`src/rtl/ser_pkg.sv`:
```
// Shared types and constants for the word serializer.
// Optional macro SER_GAP_EN adds a one-cycle GAP state after each word.
package ser_pkg;

  localparam int SER_WIDTH_DEF = 8;

`ifdef SER_GAP_EN
  typedef enum logic [1:0] {
    IDLE  = 2'd0,
    CLR   = 2'd1,
    SHIFT = 2'd2,
    GAP   = 2'd3
  } state_t;
`else
  typedef enum logic [1:0] {
    IDLE  = 2'd0,
    CLR   = 2'd1,
    SHIFT = 2'd2
  } state_t;
`endif

  // Bit-counter width for a word of w bits.
  function automatic int cnt_w(input int w);
    return (w > 1) ? $clog2(w) : 1;
  endfunction

endpackage

```
`src/rtl/ser_shreg.sv`:
```
// Shift register plus bit counter for the word serializer.
// Unaffected by SER_GAP_EN; the FSM in word_serializer drives it.
module ser_shreg
  import ser_pkg::*;
#(
  parameter int WIDTH = SER_WIDTH_DEF
) (
  input  logic             clk,
  input  logic             rst,
  input  logic             i_load,
  input  logic             i_shift,
  input  logic             i_clr_cnt,
  input  logic [WIDTH-1:0] i_din,
  output logic             o_bit0,
  output logic             o_last
);

  localparam int CW = cnt_w(WIDTH);

  logic [WIDTH-1:0] r_sr;
  logic [CW-1:0]    r_cnt;

  // Load wins over shift so a back-to-back word is captured.
  always_ff @(posedge clk or posedge rst) begin
    if (rst) begin
      r_sr <= '0;
    end else if (i_load) begin
      r_sr <= i_din;
    end else if (i_shift) begin
      r_sr <= {1'b0, r_sr[WIDTH-1:1]};
    end
  end

  // Counter saturates at WIDTH-1 until the next clear.
  always_ff @(posedge clk or posedge rst) begin
    if (rst) begin
      r_cnt <= '0;
    end else if (i_clr_cnt) begin
      r_cnt <= '0;
    end else if (i_shift && !o_last) begin
      r_cnt <= r_cnt + CW'(1);
    end
  end

  assign o_bit0 = r_sr[0];
  assign o_last = (r_cnt == CW'(WIDTH - 1));

endmodule

```
`src/rtl/word_serializer.sv`:
```
// Parallel-to-serial word serializer, LSB first, with per-word clear.
// Define SER_GAP_EN to insert one GAP cycle after every word.
module word_serializer
  import ser_pkg::*;
#(
  parameter int WIDTH = SER_WIDTH_DEF
) (
  input  logic             t_clk,
  input  logic             r,
  input  logic [WIDTH-1:0] din,
  input  logic             din_valid,
  output logic             din_ready,
  output logic             ser_bit,
  output logic             ser_clr,
  output logic             ser_active,
  output logic             done
);

  state_t r_state;
  state_t w_nxt;
  logic   w_load;
  logic   w_shift;
  logic   w_clr_cnt;
  logic   w_bit0;
  logic   w_last;

  ser_shreg #(
    .WIDTH(WIDTH)
  ) u_shreg (
    .clk      (t_clk),
    .rst      (r),
    .i_load   (w_load),
    .i_shift  (w_shift),
    .i_clr_cnt(w_clr_cnt),
    .i_din    (din),
    .o_bit0   (w_bit0),
    .o_last   (w_last)
  );

  // State register.
  always_ff @(posedge t_clk or posedge r) begin
    if (r) begin
      r_state <= IDLE;
    end else begin
      r_state <= w_nxt;
    end
  end

  // Next state and state-decoded controls.
  always_comb begin
    w_nxt      = r_state;
    din_ready  = 1'b0;
    ser_clr    = 1'b1;
    ser_active = 1'b0;
    w_load     = 1'b0;
    w_shift    = 1'b0;
    w_clr_cnt  = 1'b0;
    unique case (r_state)
      IDLE: begin
        din_ready = 1'b1;
        if (din_valid) begin
          w_load = 1'b1;
          w_nxt  = CLR;
        end
      end
      CLR: begin
        w_clr_cnt = 1'b1;
        w_nxt     = SHIFT;
      end
      SHIFT: begin
        ser_clr    = 1'b0;
        ser_active = 1'b1;
        w_shift    = 1'b1;
        if (w_last) begin
`ifdef SER_GAP_EN
          w_nxt = GAP;
`else
          din_ready = 1'b1;
          if (din_valid) begin
            w_load = 1'b1;
            w_nxt  = CLR;
          end else begin
            w_nxt = IDLE;
          end
`endif
        end
      end
`ifdef SER_GAP_EN
      GAP: begin
        w_nxt = IDLE;
      end
`endif
      default: begin
        w_nxt = IDLE;
      end
    endcase
  end

  assign ser_bit = ser_active & w_bit0;
  assign done    = (r_state == SHIFT) && w_last;

endmodule
```
`config.mk`:
```
export PLATFORM = sky130hd
export DESIGN_NAME = word_serializer
export DESIGN_NICKNAME = d
export VERILOG_FILES = /design/src/rtl/ser_pkg.sv /design/src/rtl/ser_shreg.sv /design/src/rtl/word_serializer.sv
export SDC_FILE = /design/constraint.sdc
export NUM_CORES = 1
export LEC_CHECK = 0
export ABC_AREA = 1
export CAP_MARGIN = 40
export CELL_PAD_IN_SITES_DETAIL_PLACEMENT = 1
export CELL_PAD_IN_SITES_GLOBAL_PLACEMENT = 1
export CORE_MARGIN = 2
export CORE_UTILIZATION = 39
export CTS_CLUSTER_SIZE = 24
export DETAILED_ROUTE_END_ITERATION = 6
export PLACE_DENSITY = 0.88
export SYNTH_ARGS = -nofsm -noshare
export SYNTH_HDL_FRONTEND = slang
export SYNTH_SLANG_ARGS = --single-unit
export TNS_END_PERCENT = 10
```
`constraint.sdc`:
```
create_clock -name t_clk -period 2.7 [get_ports t_clk]
set_input_delay 0.54 -clock t_clk [delete_from_list [all_inputs] [get_ports t_clk]]
set_output_delay 0.54 -clock t_clk [all_outputs]
set_load 0.02 [all_outputs]
```
; ---- Word-level counts from Yosys, hierarchy flattened
; Cells that the tools add are included.
[word_totals]
ramBits = 0
out_inout_bits = 5
latch_bits = 0
inputBits = 11
n_memories = 0
mem_bits_ro = 0
register_bits = 13
[classes]
bitwise_logic = 1
shifts = 0
mul = 0
n_mux = 16
order_cmp = 0
div = 0
n_reduce_logical = 7
n_eq_ne = 5
n_addsub = 1
[op_table]
columns = cell, n
row1 = 8-bit 2-to-1 mux, 2
row2 = 1-bit 2-to-1 mux, 7
row3 = 3-bit 2-to-1 mux, 2
row4 = 2-bit one-hot mux with 3 select lines, 1
row5 = 2-bit 2-to-1 mux, 2
row6 = 1-bit one-hot mux with 2 select lines, 2
row7 = 2-bit nonzero test, 2
row8 = 3-bit by 1-bit adder with 3-bit output (second input constant), 1
row9 = 3-bit == test (second input constant), 1
row10 = 2-bit by 1-bit == test with 1-bit output (second input constant), 1
row11 = 2-bit == test (second input constant), 1
row12 = 1-bit logical AND, 2
row13 = 2-bit logical NOT, 1
row14 = 2-bit by 1-bit != test with 1-bit output (second input constant), 1
row15 = 2-bit != test (second input constant), 1
row16 = 2-bit AND reduction, 1
row17 = 1-bit bitwise AND, 1
row18 = 1-bit logical NOT, 1

; ---- Logic depth before layout (Yosys ltp)
; Gate-level depths: netlist (run 1).
[logic_depth]
depth_word = 5
depth_mapped = 8
depth_no_buf = 8

; ---- Hierarchy
; Synthesis (run 1) repeated with hierarchy kept, for this count alone.
[unflattened]
cells_unflattened = 85
hier_area_um2 = 673.1
[modules_own_cells]
columns = mod, area_each_um2, n_inst, cells_per_inst
row1 = ser_shreg, 541.8, 1, 64
row2 = word_serializer, 131.4, 1, 21

; ---- Worst setup path after synthesis (run 1)
; Ideal clock, no wire load.
[synth_timing]
path_kind = flip-flop to output port
startpoint = reg u_shreg.r_cnt[0]
endpoint = out din_ready
t_required_ns = 2.160
setup_slack_ns = 1.053
n_path_buf = 0
path_stages_with_launch = 5
arrival_ns = 1.107
path_cell_list = dfrtp_1 -> ha_1 -> ha_1 -> inv_2 -> a21oi_1
[synth_via]
elab_chain_len = 3
[synth_rtl]
columns = element, line_no
row1 = start: declaration, ser_shreg.sv:21  ; logic [CW-1:0] r_cnt;
row2 = start signal: assignment, ser_shreg.sv:41  ; r_cnt <= r_cnt + CW'(1);
row3 = 3-bit == test, ser_shreg.sv:46  ; assign o_last = (r_cnt == CW'(WIDTH - 1));
row4 = 1-bit 2-to-1 mux, word_serializer.sv:74  ; if (w_last) begin
row5 = 1-bit one-hot mux with 2 select lines, word_serializer.sv:58  ; unique case (r_state)
row6 = end: declaration, word_serializer.sv:12  ; output logic din_ready,
; Every way passes these cells.

; ---- Final worst setup path (run 1)
; Same ends and word-level chain as after synthesis.

==> results of run 1 <==
-- state kept, by name, indices dropped and copies added, names as in the netlist --
signal         count
u_shreg.r_sr       8
u_shreg.r_cnt      3
r_state            2
-- critical path, stage by stage (launching register included) --
cell	delay, ps
dfrtp_1	380
ha_1	160
ha_1	220
inv_2	70
a21oi_1	120
clkdlybuf4s50_1	620
-- cell usage in the layout, fill, tap and decap left out, drive strengths merged --
| master | instances |
|---|---|
| clkdlybuf4s50 | 15 |
| a21oi | 1 |
| nand3 | 29 |
| dfrtp | 13 |
| clkbuf | 4 |
| ha | 2 |
| inv | 10 |
| nand2 | 14 |
| nor2 | 6 |
-- layout make-up --
cell class,instances,area [um2]
Fill cell,225,831
Timing Repair Buffer,15,150
Multi-Input combinational cell,52,360
Inverter,10,40.0
Tap cell,25,31.3
Sequential cell,13,325
Clock buffer,4,26.3
-- power by group --
group / internal (mW) / leakage, nW / switching, mW / total (mW)
Sequential: 0.275 / 0.167 / 0.0651 / 0.340
Clock: 0.0574 / 0.0150 / 0.0651 / 0.122
Combinational: 0.181 / 0.280 / 0.286 / 0.467
-- kinds of logic (layout without fill, tap and decap cells) --
| logic type | count (synthesis) | after routing | share of synthesized area, % |
|---|---|---|---|
| buffers and inverters | 11 | 29 | 7.43 |
| DFF | 13 | 13 | 43.9 |
| adders and majority gates | 2 | 2 | 3.38 |
| and+or+nand+nor | 49 | 49 | 44.6 |
| AOI/OAI and AO/OA | 1 | 1 | 0.675 |
-- routing by layer --
layer  global-route usage [%]  share of wire (%)  up-vias
met5                        0                  0        -
li1                         -                  -      287
met3                     5.66                3.8        5
met1                     21.0                 40      278
met2                     31.6                 53       13
met4                     9.73                2.7        0
-- stage by stage --
step / setup WS (ps) / std cells / hold slack, ps / util (%) / power (mW)
after detailed placement: 629 / 115 / 475 / 51.4 / 0.819
after floorplan: 1050 / 76 / 417 / - / 0.691
after global routing: 186 / 119 / 551 / 52.9 / 1.01
after global placement: 663 / 115 / 459 / 51.4 / 0.794
final: 325 / 119 / 486 / 52.9 / 0.930
after CTS: 303 / 119 / 492 / 52.9 / 0.947
-- final timing paths --
| path | from | endpoint | slack (ps) | depth (start not counted) |
|---|---|---|---|---|
| hold / removal | u_shreg.r_cnt[2]$_DFFE_PP0P_ | u_shreg.r_cnt[2]$_DFFE_PP0P_ | 490 | 2 |
| max in group asynchronous | r | u_shreg.r_sr[6]$_DFFE_PP0P_ | 1770 | 2 |
| setup reg to reg | u_shreg.r_cnt[0]$_DFFE_PP0P_ | u_shreg.r_sr[7]$_DFFE_PP0P_ | 1220 | 8 |
| setup / recovery | u_shreg.r_cnt[0]$_DFFE_PP0P_ | din_ready | 330 | 5 |
| min in group asynchronous | r | u_shreg.r_sr[2]$_DFFE_PP0P_ | 590 | 2 |
| hold reg to reg | u_shreg.r_cnt[2]$_DFFE_PP0P_ | u_shreg.r_cnt[2]$_DFFE_PP0P_ | 490 | 2 |
==> out/results.ini, run 1 <==
[setup_path]
cp_max_fo=3
crit_arrival_ps=1830
startpoint_type=flop
endpoint_kind=output pin
critPathKind=flop to output pin
required_ps=2160

[sta]
timing.setup.tns_ps=0
setup_violations=0
max_clock_freq_ghz=0.421
grt_setup_unrepaired=false
min_period_ps=2370
fin_skew_ps=1.97
slew_viol_final=0
period_share_pct=88.0
tightestPinTransition_ps=519
relSlewSlack_pct=65.4
hold_viol_final=0

[clock_network]
cts_max_path_buffers=2
root_buffer=clkbuf_4
postCtsSetupBuffers=0
clk-insertion-delay-late_ps=280
post_cts_resized=0
cts_buffers=3
clock_sinks=13
cts.reportedPaths.clkPinSlew_ps=80
cts_max_level=1
cts_hold_buffers=0
cts_tree=done

[logic_synthesis]
avgSynthCellArea_um2=9.75
synth_common_cells=16 x nand3_1, 13 x dfrtp_1, 13 x nand3_2
synth-edff-count=0
synth_cells=76
synth.distinct_cells=14
async_flop_share_pct=100
synth-seq-cells=13
ys.flop_type=dfrtp_1
yosys.area.top_type=dfrtp_1
synth_most_common_cell=nand3_1
yosys_warnings=0
synth-seq-area-share_pct=43.9
synth_top_area_share_pct=43.9
synth_area_um2=741
synth_nets=89
synth_area_leaders=dfrtp_1 44%, nand3_2 18%, nand3_1 11%, nand2_1 4.6%, nor2_4 4.6%

[place]
gp_congestion=0.785
dpl-instance-area_um2=907
hpwl_mm=1.24
io_buffer_count=15

[grt]
grt_max_degree=14
grt_pass1_wl_mm=2.82
track_usage_pct=18.6
grt_antenna_before_repair=0
overflow=0
grt_pass1_vias=626

[die]
die_w_um=47.6
start_util_pct=42.0
ioPinCount=16
rows=15
core_region_area_mm2=0.00176
dieArea_mm2=0.00226
die_height_um=47.6

[detailed_routing]
drt_iter0_drc=4
dr.pass1.iters=4
vias_per_cell=4.90
wirelength_mm=1.63
wl_per_cell_um=13.7
antenna_left=0
remaining_drc_errors=0
vias=583

[finish]
synthToLayoutAreaGrowth_pct=26.0
drive_gt1_share_pct=30.9
antenna_cells=0
nets=108
design_area_um2=933

[power]
p_leak_nw=0.461
cellPowerDensity_mw_per_mm2=996
peakVddDrop_mv=0.395

[min_path]
worstHoldPathType=flop to flop

[outcome]
status=completed

[run]
cap_violations=0

(Power assumes the default switching activity.)
==> inputs of run 2 (changes only) <==
--- a/config.mk
+++ b/config.mk
@@ -5,7 +5,7 @@
 export SDC_FILE = /design/constraint.sdc
 export NUM_CORES = 1
 export LEC_CHECK = 0
-export ABC_AREA = 1
+export ABC_AREA = 0
 export CAP_MARGIN = 40
 export CELL_PAD_IN_SITES_DETAIL_PLACEMENT = 1
 export CELL_PAD_IN_SITES_GLOBAL_PLACEMENT = 1
==> run 2 against run 1 <==
Non-clock buffer count unchanged. Clock power decreased by 7%. Core utilization increased by 1.9 points. First-iteration DRC count increased by 25%. Critical endpoint is now done.
==> out/results.ini, run 2 <==
[finish]
largest_reg_flops=8
final_cell_mix=14 x clkdlybuf4s50_1, 13 x dfrtp_1, 8 x and2_1
antenna_cells=0
top_regs=u_shreg.r_sr x8, u_shreg.r_cnt x3, r_state x2
fillCellCount=171
synthToLayoutAreaGrowth_pct=30.3
layout_commonest_cell=clkdlybuf4s50_1
drive_gt1_share_pct=22.9
largest_register=u_shreg.r_sr
post-route-util_pct=54.8
nets=84

[logic_synthesis]
synth_area_um2=641
yosys.area.top_type=dfrtp_1
synth_most_common_cell=dfrtp_1
synth_top_area_share_pct=50.8
synth-edff-count=0
synth-xor-area-share_pct=0
synth_area_leaders=dfrtp_1 51%, a221o_2 12%, and2_1 7.8%, o2bb2ai_1 4.1%, ha_1 3.9%
yosys_warnings=0
synth.distinct_cells=18
synth_cells=52
synth_top_family_by_area=compound AO/OA/AOI/OAI gates
synth-seq-cells=13
synth-seq-area-share_pct=50.8
synth-compound-area-share_pct=23.4
async_flop_share_pct=100
ys.flop_type=dfrtp_1
synth-simple-area-share_pct=17.6
synth_nets=65
synth_common_cells=13 x dfrtp_1, 8 x and2_1, 7 x a221o_2
synth_fa_ha_area_share_pct=3.91
synth_mux_area_share_pct=1.76
avgSynthCellArea_um2=12.3

[setup_path]
endpoint_kind=output pin
cp_top_family=buffers and inverters
crit_top_cell=ha_1
crit_chain=ha_1 > ha_1 > and2_2 > clkdlybuf4s50_1
required_ps=2160
worst_r2r_path_depth=5
startpoint_type=flop
worst-path-stages=4
cp_slowest_stage_delay_ps=590
crit_buf_inv=1
critPathKind=flop to output pin
cp_max_fo=6
cp_slowest_cell=clkdlybuf4s50_1
crit_arrival_ps=1890

[grt]
grt_pass1_wl_mm=2.40
track_usage_pct=17.2
overflow=0
grt_max_degree=14
grt_pass1_vias=494
grt_antenna_before_repair=0

[sta]
max_clock_freq_ghz=0.411
period_share_pct=90.1
fin_skew_ps=1.83
min_period_ps=2430
grt_setup_unrepaired=false
setup_violations=0
slew_viol_final=0
timing.setup.tns_ps=0
hold_viol_final=0
relSlewSlack_pct=64.8
worst_slack_ps=268
tightestPinTransition_ps=528

[clock_network]
cts_tree=done
cts_hold_buffers=0
cts.reportedPaths.clkPinSlew_ps=70
root_buffer=clkbuf_4
cts_buffers=3
cts_max_level=1
clk-insertion-delay-late_ps=260
cts_max_path_buffers=2
clock_sinks=13

[power]
internal_power_mw=0.562
combPwrFrac_pct=48.8
cellPowerDensity_mw_per_mm2=1080
p_leak_nw=0.375
power.switching_mw=0.336
peakVddDrop_mv=0.523
swShare_pct=37.4
seqPwrFrac_pct=38.5
clkPwrFrac_pct=12.7

[die]
die_w_um=44.5
start_util_pct=42.0
die_height_um=44.5
core_region_area_mm2=0.00152
ioPinCount=16
rows=14
dieArea_mm2=0.00198

[place]
gp_congestion=0.733
io_buffer_count=15
place_ws_ps=342
hpwl_mm=1.00

[detailed_routing]
antenna_left=0
drt_iter0_drc=5
vias=465
dr.pass1.iters=3
wirelength_mm=1.37
remaining_drc_errors=0
wl_per_cell_um=16.0
vias_per_cell=5.41

[outcome]
status=completed

[min_path]
worstHoldPathType=flop to flop
hold_path_depth=1

[run]
cap_violations=0

## run 2: per-stage QoR
step,std cells,cell area (um2),hold slack [ps],power [mW]
after global placement,82,806,480,0.769
after floorplan,52,641,417,0.641
final,86,835,508,0.898
after detailed placement,82,806,488,0.786
after CTS,86,832,513,0.908
after global routing,86,835,538,0.977
## run 2: power by group through the flow
stage,Clock [mW],Combinational [mW],Sequential [mW]
global route,0.133,0.486,0.358
floorplan,0,0.324,0.317
finish,0.114,0.439,0.346
CTS,0.118,0.444,0.346
detailed placement,0,0.438,0.348
global placement,0,0.427,0.342
## run 2: final timing paths
path / slack (ps) / startpoint / to
worst max-delay path: 270 / u_shreg.r_cnt[0]$_DFFE_PP0P_ / done
worst min-delay path: 510 / u_shreg.r_sr[1]$_DFFE_PP0P_ / u_shreg.r_sr[0]$_DFFE_PP0P_
worst max register to register: 930 / u_shreg.r_cnt[0]$_DFFE_PP0P_ / u_shreg.r_sr[3]$_DFFE_PP0P_
worst min register to register: 510 / u_shreg.r_sr[1]$_DFFE_PP0P_ / u_shreg.r_sr[0]$_DFFE_PP0P_
max in group asynchronous: 1790 / r / u_shreg.r_sr[2]$_DFFE_PP0P_
min in group asynchronous: 580 / r / u_shreg.r_cnt[0]$_DFFE_PP0P_
## run 2: final cells by class
class | count | area [um2] | share of cell area (%)
Clock buffer | 4 | 26.3 | 3.15
Inverter | 3 | 11.3 | 1.35
Multi-Input combinational cell | 35 | 299 | 35.8
Sequential cell | 13 | 325 | 39.0
Tap cell | 16 | 20.0 | 2.40
Timing Repair Buffer | 15 | 153 | 18.3
## run 2: kinds of logic (layout without fill, tap and decap cells)
| kind of cell | after synthesis | in the layout |
|---|---|---|
| buf+inv | 4 | 22 |
| compound gates | 16 | 16 |
| fa+ha+maj | 2 | 2 |
| simple gates | 16 | 16 |
| flops | 13 | 13 |
| mux | 1 | 1 |
## run 2: per-layer routing
layer | global-route usage [%] | share of wire (%) | wire length [um] | vias up
met5 | 0 | 0 | 0 | -
met4 | 7.27 | 0.80 | 11 | 0
met3 | 4.90 | 3.6 | 49 | 2
met2 | 24.3 | 45 | 616 | 9
met1 | 24.5 | 51 | 696 | 218
li1 | - | - | - | 236
## run 2: what timing repair did
item	in CTS	in global routing
endpoints found under the setup margin	0	1
buffers inserted	0	0
gates resized for setup	0	1
==> inputs of run 3 (changes only) <==
--- a/config.mk
+++ b/config.mk
@@ -10,11 +10,12 @@
 export CELL_PAD_IN_SITES_DETAIL_PLACEMENT = 1
 export CELL_PAD_IN_SITES_GLOBAL_PLACEMENT = 1
 export CORE_MARGIN = 2
-export CORE_UTILIZATION = 39
+export CORE_UTILIZATION = 38
 export CTS_CLUSTER_SIZE = 24
 export DETAILED_ROUTE_END_ITERATION = 6
 export PLACE_DENSITY = 0.88
 export SYNTH_ARGS = -nofsm -noshare
 export SYNTH_HDL_FRONTEND = slang
+export SYNTH_HIERARCHICAL = 1
 export SYNTH_SLANG_ARGS = --single-unit
 export TNS_END_PERCENT = 10
==> run 3 against run 2 <==
Synthesized cell count increased by 17%. Wire length decreased by 1.1%. Clock skew about the same. Cell count increased by 12%. Maximum frequency decreased by 4.1%. Critical endpoint is now din_ready.
==> out/results.ini, run 3 <==
[die]
die_w_um=45.1
ioPinCount=16
dieArea_mm2=0.00204
start_util_pct=41.7
die_height_um=45.1
rows=14
core_region_area_mm2=0.00154

[sta]
max_clock_freq_ghz=0.394
grt_setup_unrepaired=false
hold_viol_final=0
min_period_ps=2540
tightestPinTransition_ps=402
slew_viol_final=0
period_share_pct=93.9
timing.setup.tns_ps=0
fin_skew_ps=1.99
relSlewSlack_pct=73.1
setup_violations=0

[logic_synthesis]
synth-seq-cells=13
synth_area_leaders=dfrtp_1 51%, mux2i_1 14%, o21ai_0 6.2%, nand2_1 4.7%, ha_1 3.9%
avgSynthCellArea_um2=10.5
synth-seq-area-share_pct=50.6
yosys.area.top_type=dfrtp_1
synth_nets=74
synth_area_um2=643
ys.flop_type=dfrtp_1
async_flop_share_pct=100
synth_common_cells=13 x dfrtp_1, 9 x mux2i_1, 8 x nand2_1, 8 x o21ai_0
synth-edff-count=0
synth_cells=61
synth_top_area_share_pct=50.6
synth_most_common_cell=dfrtp_1
yosys_warnings=6
synth.distinct_cells=18

[clock_network]
clk-insertion-delay-late_ps=270
cts_tree=done
postCtsSetupBuffers=0
clock_sinks=13
root_buffer=clkbuf_4
cts_max_path_buffers=2
post_cts_resized=0
cts_buffers=3
cts.reportedPaths.clkPinSlew_ps=80
cts_max_level=1
cts_hold_buffers=0

[finish]
largest_reg_flops=8
drive_gt1_share_pct=8.75
design_area_um2=838
antenna_cells=0
largest_register=u_shreg/r_sr
synthToLayoutAreaGrowth_pct=30.4
layout_commonest_cell=clkdlybuf4s50_1
fin_cells=96
nets=94
final_cell_mix=15 x clkdlybuf4s50_1, 13 x dfrtp_1, 9 x mux2i_1
top_regs=u_shreg/r_sr x8, u_shreg/r_cnt x3, r_state x2
post-route-util_pct=54.4

[setup_path]
endpoint_kind=output pin
crit_arrival_ps=2000
rr_endpoint=u_shreg/r_sr[7]$_DFFE_PP0P_
required_ps=2160
critPathKind=flop to output pin
cp_max_fo=4
r2r_slack_ps=920
timing.rr.start=u_shreg/r_cnt[0]$_DFFE_PP0P_
worst_r2r_path_depth=7
startpoint_type=flop

[detailed_routing]
drt_iter0_drc=0
remaining_drc_errors=0
vias_per_cell=4.94
dr.pass1.iters=1
wl_per_cell_um=14.1
vias=474
wirelength_mm=1.36
antenna_left=0

[outcome]
status=completed

[grt]
track_usage_pct=16.5
grt_pass1_wl_mm=2.25
grt_antenna_before_repair=0
overflow=0
grt_max_degree=17
grt_pass1_vias=524

[place]
dpl-instance-area_um2=812
gp_congestion=0.716
hpwl_mm=1.10
post-place-cells=92
io_buffer_count=15

[power]
peakVddDrop_mv=0.454
cellPowerDensity_mw_per_mm2=1070
p_total_mw=0.901
p_leak_nw=0.388

[min_path]
worstHoldPathType=primary input to async pin

[run]
cap_violations=0

-- run 3: changes by cell type after synthesis, moves of 6 or more --
| cell | before | now |
|---|---|---|
| nand2_1 | 0 | 8 |
| mux2i_1 | 0 | 9 |
| and2_1 | 8 | 2 |
| o21ai_0 | 0 | 8 |
| a221o_2 | 7 | 0 |
-- run 3: kinds of logic (layout without fill, tap and decap cells) --
kind of cell | after synthesis | count (layout) | share of synthesized area [%]
simple gates | 21 | 21 | 17.9
flops | 13 | 13 | 50.6
compound gates | 9 | 9 | 7.39
mux | 9 | 9 | 14.0
buf+inv | 6 | 25 | 4.86
fa+ha+maj | 2 | 2 | 3.89
xor+xnor | 1 | 1 | 1.36
-- run 3: worst max path at each step --
| stage | start | endpoint | slack, ps | depth (start not counted) |
|---|---|---|---|---|
| floorplan | u_shreg/r_cnt[0]$_DFFE_PP0P_ | din_ready | 1030 | 4 |
| global placement | u_shreg/r_cnt[0]$_DFFE_PP0P_ | din_ready | 550 | 5 |
| detailed placement | u_shreg/r_cnt[0]$_DFFE_PP0P_ | din_ready | 460 | 5 |
| CTS | u_shreg/r_cnt[0]$_DFFE_PP0P_ | din_ready | 140 | 5 |
| global route | u_shreg/r_cnt[0]$_DFFE_PP0P_ | din_ready | 40 | 5 |
| finish | u_shreg/r_cnt[0]$_DFFE_PP0P_ | din_ready | 160 | 5 |
-- run 3: through the flow --
| step | hold WS (ps) | setup slack [ps] |
|---|---|---|
| 2_1_floorplan | 281 | 1030 |
| 3_3_place_gp | 512 | 551 |
| 3_5_place_dp | 539 | 457 |
| 4_1_cts | 432 | 136 |
| 5_1_grt | 446 | 42.0 |
| 6_report | 440 | 165 |
-- run 3: final cells by class --
cell class / instances / area, um2
clock buffer: 4 / 26.3
fill: 178 / 703
inverter: 4 / 15.0
multi-input combinational: 42 / 287
sequential: 13 / 325
tap: 16 / 20.0
timing repair buffer: 17 / 165
-- run 3: layer usage --
| layer | global-route usage, % | up-vias | part of all wire (%) |
|---|---|---|---|
| li1 | - | 236 | - |
| met2 | 29.4 | 11 | 55 |
| met4 | 8.82 | 0 | 1.4 |
| met3 | 6.00 | 2 | 3.9 |
| met5 | 0 | - | 0 |
| met1 | 16.6 | 225 | 39 |
-- run 3: where the power goes --
part	internal, mW	leakage, nW	switching, mW
Combinational	0.219	0.210	0.224
Sequential	0.286	0.163	0.0541
Clock	0.0572	0.0150	0.0611
Total	0.562	0.388	0.339
-- run 3: worst max-delay path, stage by stage, from the launching register on --
cell and delay [ps]:
dfrtp_1 400, ha_1 210, ha_1 230, nor2b_1 250, nor2_1 80, clkdlybuf4s50_1 550
